`config.mk`:
```
export PLATFORM = sky130hd
export DESIGN_NAME = alu_operand_loader
export DESIGN_NICKNAME = d
export VERILOG_FILES = /design/src/rtl/alu_operand_loader.sv
export SDC_FILE = /design/constraint.sdc
export NUM_CORES = 1
export LEC_CHECK = 0
export CAP_MARGIN = 30
export CORE_ASPECT_RATIO = 0.9
export CORE_MARGIN = 2
export CORE_UTILIZATION = 39
export CTS_CLUSTER_SIZE = 24
export DETAILED_ROUTE_END_ITERATION = 10
export HOLD_SLACK_MARGIN = 0.03
export PLACE_DENSITY_LB_ADDON = 0.12
export SLEW_MARGIN = 0
export SYNTH_ARGS = -nofsm -noshare
export SYNTH_HDL_FRONTEND = slang
export SYNTH_SLANG_ARGS = --single-unit
```
`constraint.sdc`:
```
create_clock -name i_clk -period 1.3 [get_ports i_clk]
set_clock_uncertainty 0.15 [all_clocks]
set_input_delay 0.195 -clock i_clk [delete_from_list [all_inputs] [get_ports i_clk]]
set_output_delay 0.195 -clock i_clk [all_outputs]
set_load 0.05 [all_outputs]
```
`src/rtl/alu_operand_loader.sv`:
```
// Button-driven loader: op1/op2/opcode from switches, then captures the ALU result (`LOADER_DEBOUNCE_EN adds load debounce).
// Latency: raw load press to register update is 2 edges (+DEBOUNCE_CYCLES when debounced); result lands one edge after opcode.
// Backpressure: none; load events arriving in S_EXEC are dropped, clear overrides everything while held.
module alu_operand_loader #(
    parameter int NB_DATA         = 8,
    parameter int NB_OPCODE       = 6,
    parameter int DEBOUNCE_CYCLES = 1000000
) (
    input  logic                 i_clk,
    input  logic                 i_rst_n,
    input  logic [NB_DATA-1:0]   i_sw,
    input  logic                 i_btn_load,
    input  logic                 i_btn_clear,
    input  logic [NB_DATA-1:0]   i_result,
    output logic [NB_DATA-1:0]   o_op_1,
    output logic [NB_DATA-1:0]   o_op_2,
    output logic [NB_OPCODE-1:0] o_opcode,
    output logic [NB_DATA-1:0]   o_result,
    output logic                 o_done,
    output logic [2:0]           o_state
);

    typedef enum logic [2:0] {
        S_OP1  = 3'd0,
        S_OP2  = 3'd1,
        S_OPC  = 3'd2,
        S_EXEC = 3'd3,
        S_SHOW = 3'd4
    } state_t;

    state_t               state_q,  state_d;
    logic [NB_DATA-1:0]   op1_q,    op1_d;
    logic [NB_DATA-1:0]   op2_q,    op2_d;
    logic [NB_OPCODE-1:0] opc_q,    opc_d;
    logic [NB_DATA-1:0]   result_q, result_d;
    logic                 done_q,   done_d;

    logic ld_meta_q, ld_sync_q;
    logic clr_meta_q, clr_sync_q;
    logic ld_deb;
    logic ld_prev_q;
    logic ld_evt;

    always_ff @(posedge i_clk) begin
        if (!i_rst_n) begin
            ld_meta_q  <= 1'b0;
            ld_sync_q  <= 1'b0;
            clr_meta_q <= 1'b0;
            clr_sync_q <= 1'b0;
        end else begin
            ld_meta_q  <= i_btn_load;
            ld_sync_q  <= ld_meta_q;
            clr_meta_q <= i_btn_clear;
            clr_sync_q <= clr_meta_q;
        end
    end

`ifdef LOADER_DEBOUNCE_EN
    localparam int CNT_W = $clog2(DEBOUNCE_CYCLES + 1);
    localparam logic [CNT_W-1:0] CNT_LAST = CNT_W'(DEBOUNCE_CYCLES - 1);

    logic [CNT_W-1:0] deb_cnt_q, deb_cnt_d;
    logic             ld_deb_q,  ld_deb_d;

    // Level flips on the edge where the count of disagreeing samples reaches DEBOUNCE_CYCLES.
    always_comb begin
        deb_cnt_d = deb_cnt_q;
        ld_deb_d  = ld_deb_q;
        if (ld_sync_q == ld_deb_q) begin
            deb_cnt_d = '0;
        end else if (deb_cnt_q == CNT_LAST) begin
            deb_cnt_d = '0;
            ld_deb_d  = ld_sync_q;
        end else begin
            deb_cnt_d = deb_cnt_q + 1'b1;
        end
    end

    always_ff @(posedge i_clk) begin
        if (!i_rst_n) begin
            deb_cnt_q <= '0;
            ld_deb_q  <= 1'b0;
        end else begin
            deb_cnt_q <= deb_cnt_d;
            ld_deb_q  <= ld_deb_d;
        end
    end

    assign ld_deb = ld_deb_q;
`else
    assign ld_deb = ld_sync_q;
`endif

    assign ld_evt = ld_deb & ~ld_prev_q;

    always_ff @(posedge i_clk) begin
        if (!i_rst_n) begin
            ld_prev_q <= 1'b0;
        end else begin
            ld_prev_q <= ld_deb;
        end
    end

    always_comb begin
        state_d  = state_q;
        op1_d    = op1_q;
        op2_d    = op2_q;
        opc_d    = opc_q;
        result_d = result_q;
        done_d   = 1'b0;
        if (clr_sync_q) begin
            state_d  = S_OP1;
            op1_d    = '0;
            op2_d    = '0;
            opc_d    = '0;
            result_d = '0;
        end else begin
            case (state_q)
                S_OP1: begin
                    if (ld_evt) begin
                        op1_d   = i_sw;
                        state_d = S_OP2;
                    end
                end
                S_OP2: begin
                    if (ld_evt) begin
                        op2_d   = i_sw;
                        state_d = S_OPC;
                    end
                end
                S_OPC: begin
                    if (ld_evt) begin
                        opc_d   = i_sw[NB_OPCODE-1:0];
                        state_d = S_EXEC;
                    end
                end
                S_EXEC: begin
                    // ALU inputs have been stable for a full cycle here.
                    result_d = i_result;
                    done_d   = 1'b1;
                    state_d  = S_SHOW;
                end
                S_SHOW: begin
                    if (ld_evt) begin
                        op1_d   = i_sw;
                        state_d = S_OP2;
                    end
                end
                default: begin
                    state_d = S_OP1;
                end
            endcase
        end
    end

    always_ff @(posedge i_clk) begin
        if (!i_rst_n) begin
            state_q  <= S_OP1;
            op1_q    <= '0;
            op2_q    <= '0;
            opc_q    <= '0;
            result_q <= '0;
            done_q   <= 1'b0;
        end else begin
            state_q  <= state_d;
            op1_q    <= op1_d;
            op2_q    <= op2_d;
            opc_q    <= opc_d;
            result_q <= result_d;
            done_q   <= done_d;
        end
    end

    assign o_op_1   = op1_q;
    assign o_op_2   = op2_q;
    assign o_opcode = opc_q;
    assign o_result = result_q;
    assign o_done   = done_q;
    assign o_state  = state_q;

endmodule

```
==> impl_metrics.csv, run 1 <==
group,metric,value,unit
setup_path,critPathRequiredTime,1340,ps
floorplan,coreArea,3650,um2
floorplan,pin_count,54,
yosys,synth_most_common_cell,"dfxtp_1",
setup_path,cp_cell_sequence,"nand2b_2, or3_4, mux2i_1",
floorplan,die_h,62.1,um
setup_path,crit_path_max_fanout,4,
layout,drive_gt1_frac,0.384,
layout,final_cells,270,
detailed_routing,drt_wl_total,3770,um
yosys,ys.flop_type,"dfxtp_1",
clocking,clk_path_buf_depth,2,
place,place_inst,258,
detailed_routing,viasPerCell,4.78,
setup_path,cp.arrival,1420,ps
layout,fin_util,0.757,
grt,grt_max_degree,24,
clocking,cts_root_buf,"clkbuf_8",
yosys,yosysUniqueCellTypes,26,
detailed_routing,drc_errors,0,
clocking,cts_inserted_buffers,5,
setup_path,cp-start-kind,"flip-flop",
yosys,ys_ff_latch,39,
clocking,tritoncts,"yes",
detailed_routing,wl_per_cell,14.0,um
timing,rsz0062_at_grt,"yes",
setup_path,reg2reg_slack,-90,ps
grt,track_usage,0.184,
layout,fin_nets,243,
min_path,min_path_type,"input port to flip-flop",
timing,hold_violations,0,
pwr,power,2570,uW
detailed_routing,drtAntennaViolNets,0,
yosys,ys_seq_area_frac,0.533,
yosys,synth_edf_count,0,
yosys,yosys.area.top_type,"dfxtp_1",
grt,grt_overflow_total,0,
setup_path,r2r_end,"o_opcode[4]$_SDFFE_PP0P_",
yosys,syn_area_per_cell,9.70,um2
timing,totalNegativeSetupSlack,-1150,ps
place,pre_cts_ws,-245,ps
min_path,holdPathStages,2,
setup_path,cp_top_family,"simple AND/OR/NAND/NOR gates",
setup_path,max_stage_delay,420,ps
clocking,clkLatencyLatePin,280,ps
run,drv_cap,0,
min_path,hold_end,"ld_meta_q$_SDFF_PN0_",
grt,antenna_found_initial,0,
floorplan,dieArea,4260,um2
detailed_routing,drt_iter0_drc,48,
layout,diodes,0,
floorplan,start_util,0.401,
timing,slew_headroom,0.807,
timing,timing.final.crit_share,1.07,
layout,area_growth,88.8,%
yosys,async_flop_share,0,
outcome,status,"finished with violations",
detailed_routing,first_pass_iters,4,
detailed_routing,vias,1291,
setup_path,slowest_stage,"or3_4",
setup_path,endpoint_kind,"flip-flop",
place,port_buffers,53,
pwr,p_leak,0.00114,uW
grt,grt_pass1_wl,5850,um
grt,first_global_vias,1266,
clocking,cts.sinks,39,
yosys,syn_nets,171,
outcome,violations,"negative setup slack",
yosys,yosysWarnings,0,
place,gp_congestion,0.771,
yosys,synth_top_area_frac,0.533,
setup_path,r2r_start,"o_state[0]$_SDFFE_PP0P_",
floorplan,num_rows,21,
setup_path,reg2regPathDepth,3,
place,dp_hpwl,2780,um
timing,slew_violations,0,
yosys,synthTopCellsByArea,"dfxtp_1, mux2i_1, nand2_1",
floorplan,die_width,68.6,um
timing,min_period,1390,ps
clocking,hold_buffers,0,
timing,max_freq,721,MHz
yosys,synth_area,1470,um2
yosys,synth.cells.most_frequent,"dfxtp_1, nand2_1, mux2i_1",
min_path,min_from,"i_rst_n",
timing,worst_pin_slew,288,ps
clocking,htree_levels,2,
timing,finalSetupViolCount,32,
setup_path,crit_type,"flip-flop to flip-flop",
pwr,peakVddDrop,0.817,mV
pwr,power_density,930,nW/um2
setup_path,critPathBufInv,0,
clocking,clkTransAtPathRegs,80,ps
yosys,syn_inst,151,
timing,setup_ws,-87.4,ps
==> area by class of cell <==
| type | count | area (um2) |
|---|---|---|
| multi-input cells | 104 | 713 |
| well taps | 46 | 57.6 |
| clock inverters | 2 | 35.0 |
| repair buffers | 73 | 1090 |
| fillers | 248 | 886 |
| flip-flops and latches | 39 | 791 |
| clock buffers | 6 | 82.6 |
==> metal layers <==
layer,vias to the layer above,share of wire,GRT usage
li1,645,-,-
met1,598,0.40,0.224
met2,37,0.53,0.296
met3,11,0.042,0.0507
met4,0,0.025,0.0800
met5,-,0,0
==> power breakdown <==
group / leakage [uW] / internal (uW) / switching [uW]
combinational: 0.000765 / 173 / 149
clock: 0.0000612 / 621 / 402
sequential: 0.000318 / 1210 / 16.5
total: 0.00114 / 2000 / 568
==> how the worst max path moves through the flow <==
stage | slack [ps] | startpoint | to | depth (start not counted)
global route | -120 | o_state[0]$_SDFFE_PP0P_ | o_result[6]$_SDFFE_PP0N_ | 5
global placement | -190 | i_rst_n | o_op_2[3]$_SDFFE_PP0P_ | 5
CTS | -100 | o_state[0]$_SDFFE_PP0P_ | o_op_1[7]$_SDFFE_PP0P_ | 4
detailed placement | -240 | i_rst_n | o_opcode[1]$_SDFFE_PP0P_ | 5
finish | -90 | o_state[0]$_SDFFE_PP0P_ | o_opcode[4]$_SDFFE_PP0P_ | 3
floorplan | -240 | o_state[0]$_SDFFE_PP0P_ | o_op_1[0]$_SDFFE_PP0P_ | 5
==> placed cells by master, fill, tap and decap left out, drive strengths merged, types with 2 or more instances in the layout <==
| cell | n |
|---|---|
| and2 | 5 |
| nand2b | 4 |
| buf | 54 |
| clkbuf | 6 |
| mux2i | 20 |
| nor3 | 4 |
| nor2 | 10 |
| nand2 | 37 |
| clkdlybuf4s50 | 18 |
| nand4 | 2 |
| a21oi | 9 |
| nor3b | 2 |
| dfxtp | 39 |
| o21ai | 2 |
==> kinds of logic after synthesis <==
logic type      synth area share
compound gates            0.0487
buf+inv                   0.0299
flops                      0.533
mux                        0.137
simple gates               0.252
==> flip-flops by register name (all words and copies together), names as in the netlist <==
| register | cells |
|---|---|
| ld_meta_q | 1 |
| clr_sync_q | 1 |
| clr_meta_q | 1 |
| o_op_1 | 8 |
| ld_prev_q | 1 |
| o_done | 1 |
| ld_deb | 1 |
| o_result | 8 |
| o_op_2 | 8 |
| o_opcode | 6 |
| o_state | 3 |
==> timing repair <==
item                       in CTS  in global routing
pin swaps                       3                 19
setup endpoints to repair      32                 36
setup buffers                   3                  1
resized for setup               7                 20
cloned                          0                  1
==> per-stage QoR <==
| stage | instance area [um2] | hold slack [ps] |
|---|---|---|
| 6_report | 2770 | 98.8 |
| 5_1_grt | 2770 | 144 |
| 4_1_cts | 2690 | 292 |
| 3_5_place_dp | 2520 | 275 |
| 3_3_place_gp | 2520 | 265 |
| 2_1_floorplan | 1510 | 167 |
Power figures use the tool's default switching activity.
==> run 2, diff against run 1 <==
--- a/config.mk
+++ b/config.mk
@@ -5,7 +5,6 @@
 export SDC_FILE = /design/constraint.sdc
 export NUM_CORES = 1
 export LEC_CHECK = 0
-export CAP_MARGIN = 30
 export CORE_ASPECT_RATIO = 0.9
 export CORE_MARGIN = 2
 export CORE_UTILIZATION = 39
==> results of run 2 <==
No change in the layout: final DEF, timing and power equal those of run 1.
